$ cat config.mk
export PLATFORM = sky130hd
export DESIGN_NAME = diamond_df_ctrl
export DESIGN_NICKNAME = d
export VERILOG_FILES = /design/src/rtl/diamond_df_ctrl.sv
export SDC_FILE = /design/constraint.sdc
export NUM_CORES = 1
export LEC_CHECK = 0
export CORE_MARGIN = 3
export CORE_UTILIZATION = 45
export CTS_BUF_LIST = sky130_fd_sc_hd__clkbuf_16
export DETAILED_ROUTE_END_ITERATION = 6
export PLACE_DENSITY = 0.93
export SYNTH_ARGS = -nofsm -noshare
export SYNTH_HDL_FRONTEND = slang
export SYNTH_SLANG_ARGS = --single-unit
export TNS_END_PERCENT = 50
$ cat constraint.sdc
create_clock -name ap_clk -period 2.75 [get_ports ap_clk]
set_input_delay 0.4125 -clock ap_clk [delete_from_list [all_inputs] [get_ports ap_clk]]
set_output_delay 0.4125 -clock ap_clk [all_outputs]
set_load 0.005 [all_outputs]
$ cat src/rtl/diamond_df_ctrl.sv
// diamond_df_ctrl: token-counting start/continue sequencer for the funcA -> funcB/funcC -> funcD dataflow diamond
// Ports: ap_clk/ap_rst_n (async active-low reset); ap_start/ap_ready/ap_done/ap_idle region ap_ctrl_hs;
//   {a,b,c,d}_start/_ready/_done/_continue per-process handshakes; c1_cnt..c4_cnt channel occupancy.
// Define DIAMOND_DF_STALL_CNT_EN to add saturating 32-bit {a,b,c,d}_stall_cnt outputs.
module diamond_df_ctrl #(
  parameter int CH_DEPTH = 2,
  parameter int CNT_W    = $clog2(CH_DEPTH + 1)
) (
  input  logic             ap_clk,
  input  logic             ap_rst_n,
  input  logic             ap_start,
  output logic             ap_ready,
  output logic             ap_done,
  output logic             ap_idle,
  output logic             a_start,
  output logic             b_start,
  output logic             c_start,
  output logic             d_start,
  input  logic             a_ready,
  input  logic             b_ready,
  input  logic             c_ready,
  input  logic             d_ready,
  input  logic             a_done,
  input  logic             b_done,
  input  logic             c_done,
  input  logic             d_done,
  output logic             a_continue,
  output logic             b_continue,
  output logic             c_continue,
  output logic             d_continue,
  output logic [CNT_W-1:0] c1_cnt,
  output logic [CNT_W-1:0] c2_cnt,
  output logic [CNT_W-1:0] c3_cnt,
  output logic [CNT_W-1:0] c4_cnt
`ifdef DIAMOND_DF_STALL_CNT_EN
  ,
  output logic [31:0]      a_stall_cnt,
  output logic [31:0]      b_stall_cnt,
  output logic [31:0]      c_stall_cnt,
  output logic [31:0]      d_stall_cnt
`endif
);
  localparam logic [1:0] IDLE = 2'd0;
  localparam logic [1:0] RUN  = 2'd1;
  localparam logic [1:0] HOLD = 2'd2;
  localparam logic [CNT_W-1:0] FULL = CNT_W'(CH_DEPTH);

  logic [CNT_W-1:0] c1_q, c1_d, c2_q, c2_d, c3_q, c3_d, c4_q, c4_d;
  logic [3:0][1:0]  st_q, st_d;
  logic [3:0]       go, rdy, dn, ct, fire, prod;

  // Simultaneous produce and consume on one channel cancel out.
  function automatic logic [CNT_W-1:0] nxt(input logic [CNT_W-1:0] c, input logic inc, input logic dec);
    return (inc && !dec) ? c + 1'b1 : (dec && !inc) ? c - 1'b1 : c;
  endfunction

  // Starts and continues look only at registered counters: no done->start path, glitch-free continue.
  assign a_start    = ap_start;
  assign b_start    = c1_q != '0;
  assign c_start    = c2_q != '0;
  assign d_start    = (c3_q != '0) && (c4_q != '0);
  assign a_continue = (c1_q < FULL) && (c2_q < FULL);
  assign b_continue = c3_q < FULL;
  assign c_continue = c4_q < FULL;
  assign d_continue = 1'b1;

  assign go   = {d_start, c_start, b_start, a_start};
  assign rdy  = {d_ready, c_ready, b_ready, a_ready};
  assign dn   = {d_done, c_done, b_done, a_done};
  assign ct   = {d_continue, c_continue, b_continue, a_continue};
  assign fire = go & rdy;
  assign prod = dn & ct;

  assign c1_d = nxt(c1_q, prod[0], fire[1]);
  assign c2_d = nxt(c2_q, prod[0], fire[2]);
  assign c3_d = nxt(c3_q, prod[1], fire[3]);
  assign c4_d = nxt(c4_q, prod[2], fire[3]);

  always_comb begin
    st_d = st_q;
    for (int i = 0; i < 4; i++)
      st_d[i] = (st_q[i] == IDLE) ? (fire[i] ? RUN : IDLE)
              : (st_q[i] == RUN)  ? (!dn[i] ? RUN : !ct[i] ? HOLD : fire[i] ? RUN : IDLE)
              : (ct[i] ? IDLE : HOLD);
  end

  always_ff @(posedge ap_clk or negedge ap_rst_n) begin
    if (!ap_rst_n) begin
      c1_q <= '0;
      c2_q <= '0;
      c3_q <= '0;
      c4_q <= '0;
      st_q <= '0;
    end else begin
      c1_q <= c1_d;
      c2_q <= c2_d;
      c3_q <= c3_d;
      c4_q <= c4_d;
      st_q <= st_d;
    end
  end

  assign c1_cnt   = c1_q;
  assign c2_cnt   = c2_q;
  assign c3_cnt   = c3_q;
  assign c4_cnt   = c4_q;
  assign ap_ready = a_ready & ap_start;
  assign ap_done  = d_done;
  assign ap_idle  = !ap_start && (st_q == '0) && (c1_q == '0) && (c2_q == '0) && (c3_q == '0) && (c4_q == '0);

`ifdef DIAMOND_DF_STALL_CNT_EN
  logic [3:0][31:0] stall_q, stall_d;
  logic [3:0]       stall;

  assign stall = (go & ~rdy) | (dn & ~ct);

  always_comb begin
    stall_d = stall_q;
    for (int i = 0; i < 4; i++)
      stall_d[i] = (stall[i] && stall_q[i] != '1) ? stall_q[i] + 32'd1 : stall_q[i];
  end

  always_ff @(posedge ap_clk or negedge ap_rst_n) begin
    if (!ap_rst_n) stall_q <= '0;
    else           stall_q <= stall_d;
  end

  assign a_stall_cnt = stall_q[0];
  assign b_stall_cnt = stall_q[1];
  assign c_stall_cnt = stall_q[2];
  assign d_stall_cnt = stall_q[3];
`endif
endmodule

Word level (Yosys, flattened, before mapping)
Cells that the tools add are included.
Widths: inputs -> output; s select.
{"block": "op_classes", "magnitude_cmp": 4, "eq_ne": 4, "n_reduce_logical": 39, "addsub": 8, "bitwise": 3, "n_mux": 30}
{"op": "$mux 2", "count": 23}
{"op": "$logic_not 2->1", "count": 8}
{"op": "$reduce_bool 2->1", "count": 8}
{"op": "$logic_and 1x1->1", "count": 15}
{"op": "$add 2x1->2 const B", "count": 4}
{"op": "$logic_not 8->1", "count": 1}
{"op": "$lt 2x2->1 const B", "count": 4}
{"op": "$sub 2x1->2 const B", "count": 4}
{"op": "$logic_not 1->1", "count": 7}
{"op": "$mux 1", "count": 7}
{"op": "$eq 2x1->1 const B", "count": 3}
{"op": "$and 4x4->4", "count": 1}
{"op": "$and 3x3->3", "count": 1}
{"op": "$and 1x1->1", "count": 1}
{"op": "$eq 1x1->1 const B", "count": 1}
{"block": "totals", "input_bits": 11, "ff_bits": 15, "output_inout_bits": 19, "elab_cells": 96}

Logic depth before layout (Yosys ltp)
Gate-level depths: netlist of run 1.
{"block": "logic_depth", "depth_word": 8, "ltp_mapped": 6, "depth_no_buf": 6}

Worst setup path after synthesis of run 1
OpenSTA, ideal clock, no wires.
{"block": "synth_timing", "kind": "register -> output", "startpoint": "register c3_q[1] (netlist: c3_cnt[1])", "endpoint": "output ap_idle", "path_slack_ns": 1.232, "path_stages_with_launch": 3, "arrival_time_ns": 1.106, "path_buffers": 0, "required_ns": 2.338, "path_cell_list": "dfrtp_1 -> or4_1 -> nor4_2"}
{"block": "synth_via", "elab_chain_cells": 3}
{"element": "start, declared", "line": "48", "rtl": "logic [CNT_W-1:0] c1_q, c1_d, c2_q, c2_d, c3_q, c3_d, c4_q, c4_d;"}
{"element": "start signal, assigned", "line": "91", "rtl": "c3_q <= '0;"}
{"element": "start signal, assigned", "line": "97", "rtl": "c3_q <= c3_d;"}
{"element": "$logic_not 2->1", "line": "109", "rtl": "assign ap_idle = !ap_start && (st_q == '0) && (c1_q == '0) && (c2_q == '0) && (c3_q == '0) && (c4_q == '0);"}
{"element": "$logic_and 1x1->1 (2 in a row)", "line": "109"}
{"element": "end, declared", "line": "14", "rtl": "output logic ap_idle,"}
Every way passes these cells.

Worst setup path after layout of run 1
{"block": "layout_timing", "startpoint": "input ap_start", "endpoint": "output ap_idle"}
{"block": "layout_via", "elab_chain_cells": 6}
{"element": "start, declared", "line": "11", "rtl": "input logic ap_start,"}
{"element": "$logic_not 1->1", "line": "109"}
{"element": "$logic_and 1x1->1 (5 in a row)", "line": "109"}
Every way passes these cells.

==> impl_metrics.toml, run 1 <==
[worst_setup_path]
r2r-start = "c1_cnt[1]"
r2r_cells = 4
critPathKind = "in2out"
crit_path_max_fanout = 3
worstPathRequired_ns = 2.34
cpMaxStageDelayCell = "clkdlybuf4s50_1"
ff2ff_setup_slack_ns = 1.19
arrival_ns = 1.95
crit_top_cell = "clkdlybuf4s50_1"
slowest_delay_ns = 0.53
r2r_end = "c2_cnt[1]"
worst_setup_path_start_kind = "input pin"
worstSetupEndpointType = "output pin"
cp_cell_sequence = "clkdlybuf4s50_1 -> nor4_1 -> nand2_1 -> nor4_2 -> clkdlybuf4s50_1"

[sta]
maxSlewHeadroom = 0.5534
layout_min_cycle_time_ns = 2.365
max_freq_mhz = 422.9
worstMarginPinSlew_ns = 0.6678
hold_ws_ns = 0.4639
setup_slack_ns = 0.3852
setup_viol = 0
slew_violations = 0
period_share = 0.8599
finalHoldViolCount = 0
grt_setup_unrepaired = "false"
fin_skew_ns = 0.0007226
setup_tns_ns = 0

[place]
place_hpwl_mm = 1.352
gp_congestion = 0.7980
post-place-ws_ns = 0.3668
place.port_buffers = 28
place_inst = 116

[power_and_ir_drop]
p_per_area_nw_per_um2 = 1228
total_power_uw = 1393
leakage_uw = 0.0005015
peakVddDrop_v = 0.0007927

[job]
cap_violations = 0

[routing]
num_vias = 635
wl_mm = 1.729
antenna_left = 0
avgRoutedWirePerCell_um = 14.41
drt_first_pass_iters = 4
drc = 0
viasPerCell = 5.292
drt-initial-drc-count = 5

[grt]
grt.overflow.total = 0
grt_pass1_wl_mm = 2.842
antenna_found_initial = 0
grt_max_degree = 16
grt_usage = 0.1801
grt_pass1_vias = 678

[yosys]
synth.distinct_cells = 24
synth-seq-cells = 15
syn_nets = 90
synth_area_sq_um = 775.7
ys_warn_count = 0
syn_avg_cell_area_sq_um = 10.34
ys_seq_area_frac = 0.4839
syn-instance-count = 75

[die]
die_h_um = 47.52
coreArea_sq_um = 1559
initial_core_util = 0.4976
rows = 14
io_pins = 30
die_w_um = 47.52
die_area_sq_um = 2258

[run_status]
status = "finished, final reports clean"

[final_layout]
antennaDiodeCount = 0
fill_cells = 109
layoutNonFillerInstCount = 120
final_nets = 120
drive_gt1_frac = 0.09615
areaGrowthSynthToFinish_pct = 46.13

[clock_tree]
htreeDepth = 1
hold_buffers = 0
cts_buffer_depth = 2
clkTransAtPathRegs_ns = 0.05
cts_resized = 0
root_buffer = "clkbuf_16"
cts_buffers = 3
cts_tree = "built"
clkLatencyLatePin_ns = 0.24
post_cts_buffers = 0
cts_sinks = 15

[hold_path]
hold_end = "st_q[0]"
hold_path_class = "reg2reg"
min_from = "st_q[1]"
min_path_cells = 1
layout make-up:
cell class                      count  area, sq um  area share
Timing Repair Buffer               28        280.3      0.2472
Sequential cell                    15        375.4      0.3311
Clock buffer                        3        75.07     0.06623
Inverter                            4        15.01     0.01325
Clock inverter                      1        5.005    0.004415
Tap cell                           16        20.02     0.01766
Multi-Input combinational cell     53        362.8      0.3201
cell usage in the layout (no fill, tap or decap), types with 2 or more instances in the layout:
master | synthesis | final
clkdlybuf4s50_1 | 0 | 28
nand2b_1 | 2 | 2
nand2_1 | 2 | 2
or2_2 | 2 | 2
xnor2_1 | 6 | 6
inv_1 | 4 | 4
nor4_1 | 2 | 2
o21ai_0 | 4 | 4
a21oi_1 | 5 | 5
dfrtp_1 | 15 | 15
ha_1 | 4 | 4
nor2_1 | 9 | 9
xor2_1 | 6 | 6
clkbuf_16 | 0 | 3
metrics by stage:
step | util | area (sq um)
2_1_floorplan | - | 775.7
3_3_place_gp | 0.6758 | 1054
3_5_place_dp | 0.6758 | 1054
4_1_cts | 0.7271 | 1134
5_1_grt | 0.7271 | 1134
6_report | 0.7271 | 1134
worst max-delay path, delay by kind of cell:
family / cells / cell delay (ns)
buffers and inverters: 2 / 0.97
AND/OR/NAND/NOR: 3 / 0.57
sequential cells by signal (all words and copies together) (netlist names):
name,cells
c4_cnt,2
st_q,7
c1_cnt,2
c3_cnt,2
c2_cnt,2
cells by family after synthesis:
family	count (synthesis)	synth area share
AO/OA/AOI/OAI	13	0.1016
XOR/XNOR	12	0.1355
adder cells (fa/ha/maj)	4	0.06452
buffers and inverters	7	0.04838
flip-flops	15	0.4839
other	1	0.004834
AND/OR/NAND/NOR	23	0.1613
worst max path at each step:
stage	slack, ns	depth (start not counted)	start	endpoint
after floorplan	1.23	2	c3_cnt[1]	ap_idle
after global placement	0.40	5	ap_start	ap_idle
after detailed placement	0.37	5	ap_start	ap_idle
after CTS	0.37	5	ap_start	ap_idle
after global routing	0.31	5	ap_start	ap_idle
final	0.39	5	ap_start	ap_idle
where the power goes:
group / total (uW) / internal [uW] / switching, uW / leakage, uW
Combinational: 639 / 391 / 248 / 0.000278
Clock: 277 / 194 / 83.7 / 0.0000409
Sequential: 476 / 336 / 140 / 0.000182
Total: 1390 / 920 / 472 / 0.000501
cell usage after synthesis:
cell type	count	share of area
dfrtp_1	15	0.48
nor2_1	9	0.044
xnor2_1	6	0.068
xor2_1	6	0.068
a21oi_1	5	0.032
ha_1	4	0.065
inv_1	4	0.019
o21ai_0	4	0.026
buf_4	3	0.029
nand2_1	2	0.0097
nand2b_1	2	0.016
nor4_1	2	0.016
or2_2	2	0.016
a21o_1	1	0.0097
a21o_2	1	0.011
a22oi_1	1	0.0097
and2_1	1	0.0081
and2b_2	1	0.011
conb_1	1	0.0048
nor2b_1	1	0.0081
nor3_1	1	0.0064
nor4_2	1	0.016
o22a_2	1	0.013
or4_1	1	0.0097
metal layers:
metal,vias up,share of wire,GRT usage
li1,307,-,-
met1,295,0.42,0.2084
met2,31,0.50,0.3155
met3,2,0.069,0.04135
met4,0,0.010,0.07735
met5,-,0,0
(Power assumes the default switching activity.)
==> run 2: changes to the inputs <==
Settings changed: CORE_UTILIZATION 45 to 37, GPL_TIMING_DRIVEN set to 0, PLACE_DENSITY 0.93 to 0.8, SLEW_MARGIN set to 20.
==> run 2 against run 1 <==
First-iteration DRC count down 80%; clock skew increased by 0.0016 ns; clock power about the same; flip-flop and latch count is the same; final area up 3.0%; via count shrank 1.4%; power decreased by 0.70%; non-clock buffer count increased by 3; critical path depth unchanged; largest cell class unchanged; largest power group unchanged.
==> impl_metrics.toml, run 2 (synthesis results as in run 1) <==
[place]
place_hpwl_mm = 1.267
gp_congestion = 0.6688
place.port_buffers = 28
place_area_sq_um = 1087

[die]
initial_core_util = 0.4175
rows = 15
die_h_um = 51.79
die_w_um = 51.79
io_pins = 30
die_area_sq_um = 2682
coreArea_sq_um = 1858

[worst_setup_path]
arrival_ns = 2.00
ff2ff_setup_slack_ns = 1.30
critical-path-top-delay-family = "buffers and inverters"
worst_setup_path_start_kind = "input pin"
worstPathRequired_ns = 2.34
critPathKind = "in2out"
r2r_cells = 5
crit_start = "ap_start"
cp_cell_sequence = "clkdlybuf4s50_1 -> nor4_1 -> nand2_1 -> nor4_2 -> clkdlybuf4s50_1"
crit_top_cell = "clkdlybuf4s50_1"
slowest_delay_ns = 0.54
path_buf_inv = 2
r2r_end = "c1_cnt[1]"
cpMaxStageDelayCell = "clkdlybuf4s50_1"
crit_path_max_fanout = 3
worstSetupEndpointType = "output pin"
r2r-start = "c1_cnt[1]"

[hold_path]
hold_path_class = "reg2reg"
hold_end = "st_q[2]"
min_path_cells = 1
min_from = "st_q[3]"

[sta]
slew_violations = 0
period_share = 0.8761
worstMarginPinSlew_ns = 0.6250
fin_skew_ns = 0.002349
setup_viol = 0
layout_min_cycle_time_ns = 2.409
setup_tns_ns = 0
max_freq_mhz = 415.1
finalHoldViolCount = 0
grt_setup_unrepaired = "false"
maxSlewHeadroom = 0.5820

[power_and_ir_drop]
peakVddDrop_v = 0.0006381
leakage_uw = 0.0005153
p_per_area_nw_per_um2 = 1185

[clock_tree]
clkLatencyLatePin_ns = 0.24
cts_resized = 0
cts_buffer_depth = 2
clkTransAtPathRegs_ns = 0.05
post_cts_buffers = 0
cts_buffers = 3
root_buffer = "clkbuf_16"
cts_sinks = 15
cts_tree = "built"
hold_buffers = 0
htreeDepth = 1

[grt]
grt_pass1_wl_mm = 2.642
grt_pass1_vias = 596
grt_max_degree = 16
antenna_found_initial = 0
grt.overflow.total = 0
grt_usage = 0.1393

[run_status]
status = "finished, final reports clean"

[final_layout]
final_nets = 123
final_area_sq_um = 1167
top_register = "st_q"
areaGrowthSynthToFinish_pct = 50.48
final_cell_mix = "clkdlybuf4s50_1, dfrtp_1, nor2_1, xnor2_1, xor2_1"
largest_register_ffs = 7
antennaDiodeCount = 0
layout_commonest_cell = "clkdlybuf4s50_1"
drive_gt1_frac = 0.1215

[routing]
drt_first_pass_iters = 4
drc = 0
num_vias = 626
antenna_left = 0
wl_mm = 1.622
viasPerCell = 4.742
avgRoutedWirePerCell_um = 12.29
drt-initial-drc-count = 1

[job]
cap_violations = 0
-- run 2: through the flow --
step	hold slack [ns]	power, uW	instances	utilization	setup WS [ns]
final	0.4480	1383	132	0.6283	0.3408
after global routing	0.4763	1492	132	0.6283	0.2612
after CTS	0.4502	1402	132	0.6283	0.3287
after detailed placement	0.4415	1111	128	0.5852	0.3296
after global placement	0.4374	1090	128	0.5852	0.3566
after floorplan	0.1169	792.7	75	-	1.232
-- run 2: report_power, final --
| group | leakage, uW | total [uW] | internal, uW | switching [uW] |
|---|---|---|---|---|
| combinational | 0.000292 | 629 | 393 | 236 |
| sequential | 0.000182 | 475 | 336 | 139 |
| clock | 0.0000409 | 278 | 194 | 84.6 |
| total | 0.000515 | 1380 | 923 | 460 |
-- run 2: area by class of cell --
type                            instances  area [sq um]
Fill cell                             145         690.7
Timing Repair Buffer                   28         280.3
Clock inverter                          1         5.005
Tap cell                               25         31.28
Buffer                                  3         22.52
Inverter                                4         15.01
Clock buffer                            3         75.07
Multi-Input combinational cell         53         362.8
Sequential cell                        15         375.4
-- run 2: layer usage --
layer / global-route usage / vias to the layer above / routed length (um)
li1: - / 309 / -
met5: 0 / - / 0
met2: 0.2161 / 33 / 650
met3: 0.05444 / 3 / 177
met4: 0.06550 / 0 / 28
met1: 0.1685 / 281 / 766
-- run 2: how the worst max path moves through the flow --
stage / end / slack, ns / depth (start not counted)
global placement: ap_idle / 0.36 / 5
floorplan: ap_idle / 1.23 / 2
CTS: ap_idle / 0.33 / 5
global route: ap_idle / 0.26 / 5
detailed placement: ap_idle / 0.33 / 5
finish: ap_idle / 0.34 / 5
==> run 3: changes to the inputs <==
Settings changed: ABC_AREA set to 0, SETUP_SLACK_MARGIN set to 0.5, SLEW_MARGIN 20 to 10.
==> run 3 against run 2 <==
Clock-buffer cell count is the same; final area shrank 0.11%; critical path depth is the same; clock skew is the same; die area is the same; flip-flop and latch count is the same; critical path type unchanged; setup slack gained 0.28 ns; core utilization shrank 0.067 points; via count is the same; largest power group unchanged; critical endpoint unchanged; highest routed layer unchanged; sequential share of layout area is essentially flat; sequential power is essentially flat; register-to-register slack is essentially flat.
==> impl_metrics.toml, run 3 (synthesis results as in run 1) <==
[run_status]
status = "finished, final reports clean"

[clock_tree]
clkLatencyLatePin_ns = 0.24
cts_tree = "built"
clkTransAtPathRegs_ns = 0.05
root_buffer = "clkbuf_16"
cts_buffers = 3
cts_sinks = 15
post_cts_buffers = 0
htreeDepth = 1
cts_buffer_depth = 2

[grt]
antenna_found_initial = 0
grt_usage = 0.1393
grt_max_degree = 16
grt.overflow.total = 0
grt_pass1_wl_mm = 2.642
grt_pass1_vias = 596

[place]
post-place-ws_ns = 0.3296
place_hpwl_mm = 1.267
place_inst = 128
place.port_buffers = 28
gp_congestion = 0.6688

[sta]
grt_setup_unrepaired = "false"
period_share = 0.7731
setup_viol = 0
maxSlewHeadroom = 0.5820
fin_skew_ns = 0.002349
max_freq_mhz = 470.3
worstMarginPinSlew_ns = 0.6250
slew_violations = 0
setup_tns_ns = 0
hold_ws_ns = 0.4480
finalHoldViolCount = 0
setup_slack_ns = 0.6238
layout_min_cycle_time_ns = 2.126

[worst_setup_path]
r2r-start = "c1_cnt[1]"
worstSetupEndpointType = "output pin"
r2r_cells = 5
crit_path_max_fanout = 3
r2r_end = "c1_cnt[1]"
worstPathRequired_ns = 2.34
critPathKind = "in2out"
ff2ff_setup_slack_ns = 1.30
worst_setup_path_start_kind = "input pin"
arrival_ns = 1.71

[final_layout]
largest_register_ffs = 7
drive_gt1_frac = 0.1215
layoutNonFillerInstCount = 132
multiInputGateArea_sq_um = 362.8
areaGrowthSynthToFinish_pct = 50.32
top_register = "st_q"
final_cell_mix = "clkdlybuf4s50_1, dfrtp_1, nor2_1, xnor2_1, xor2_1"
fill_cells = 146
regArea_sq_um = 375.4
antennaDiodeCount = 0
layout_commonest_cell = "clkdlybuf4s50_1"
final_nets = 123

[die]
die_w_um = 51.79
rows = 15
initial_core_util = 0.4175
die_h_um = 51.79
coreArea_sq_um = 1858
io_pins = 30
die_area_sq_um = 2682

[power_and_ir_drop]
p_per_area_nw_per_um2 = 1186
leakage_uw = 0.0005201
total_power_uw = 1383
peakVddDrop_v = 0.0006381

[job]
cap_violations = 0

[routing]
drt-initial-drc-count = 1
drc = 0
viasPerCell = 4.742
avgRoutedWirePerCell_um = 12.30
antenna_left = 0
num_vias = 626
drt_first_pass_iters = 4
wl_mm = 1.623

[hold_path]
hold_path_class = "reg2reg"
hold_end = "st_q[2]"
min_path_cells = 1
min_from = "st_q[3]"
-- run 3: changes by cell type in the layout (fill, tap and decap cells not counted) --
cell	change
dlygate4sd2_1	+1
clkdlybuf4s50_1	-1
-- run 3: layout make-up --
cell class                      instances  share of cell area
Sequential cell                        15              0.3219
Multi-Input combinational cell         53              0.3112
Timing Repair Buffer                   28              0.2393
Clock buffer                            3             0.06438
Tap cell                               25             0.02682
Buffer                                  3             0.01931
Inverter                                4             0.01288
Clock inverter                          1            0.004292
-- run 3: timing repair --
item,CTS,global route
gates resized for setup,1,0
hold buffers,0,0
setup endpoints to repair,1,0
-- run 3: how the worst max path moves through the flow --
| stage | startpoint | to | slack (ns) | cells after the start |
|---|---|---|---|---|
| detailed placement | ap_start | ap_idle | 0.33 | 5 |
| finish | ap_start | ap_idle | 0.62 | 5 |
| CTS | ap_start | ap_idle | 0.61 | 5 |
| floorplan | c3_cnt[1] | ap_idle | 1.23 | 2 |
| global route | ap_start | ap_idle | 0.55 | 5 |
| global placement | ap_start | ap_idle | 0.36 | 5 |
-- run 3: power by group --
part	switching, uW	internal, uW
clock network	84.6	194
logic	236	393
registers	139	336
total	460	923
-- run 3: stage by stage --
| step | util | area (sq um) |
|---|---|---|
| after floorplan | - | 775.7 |
| after detailed placement | 0.5852 | 1087 |
| after CTS | 0.6276 | 1166 |
| final | 0.6276 | 1166 |
| after global routing | 0.6276 | 1166 |
| after global placement | 0.5852 | 1087 |
-- run 3: worst max-delay path, cell delays in order --
cell	delay, ns
clkdlybuf4s50_1	0.44
nor4_1	0.28
nand2_1	0.11
nor4_2	0.20
dlygate4sd2_1	0.26
-- run 3: routing by layer --
metal / routed length, um / track usage / vias up / part of all wire
met4: 28 / 0.06550 / 0 / 0.017
met1: 766 / 0.1685 / 281 / 0.47
met5: 0 / 0 / - / 0
li1: - / - / 309 / -
met2: 649 / 0.2161 / 33 / 0.40
met3: 177 / 0.05444 / 3 / 0.11
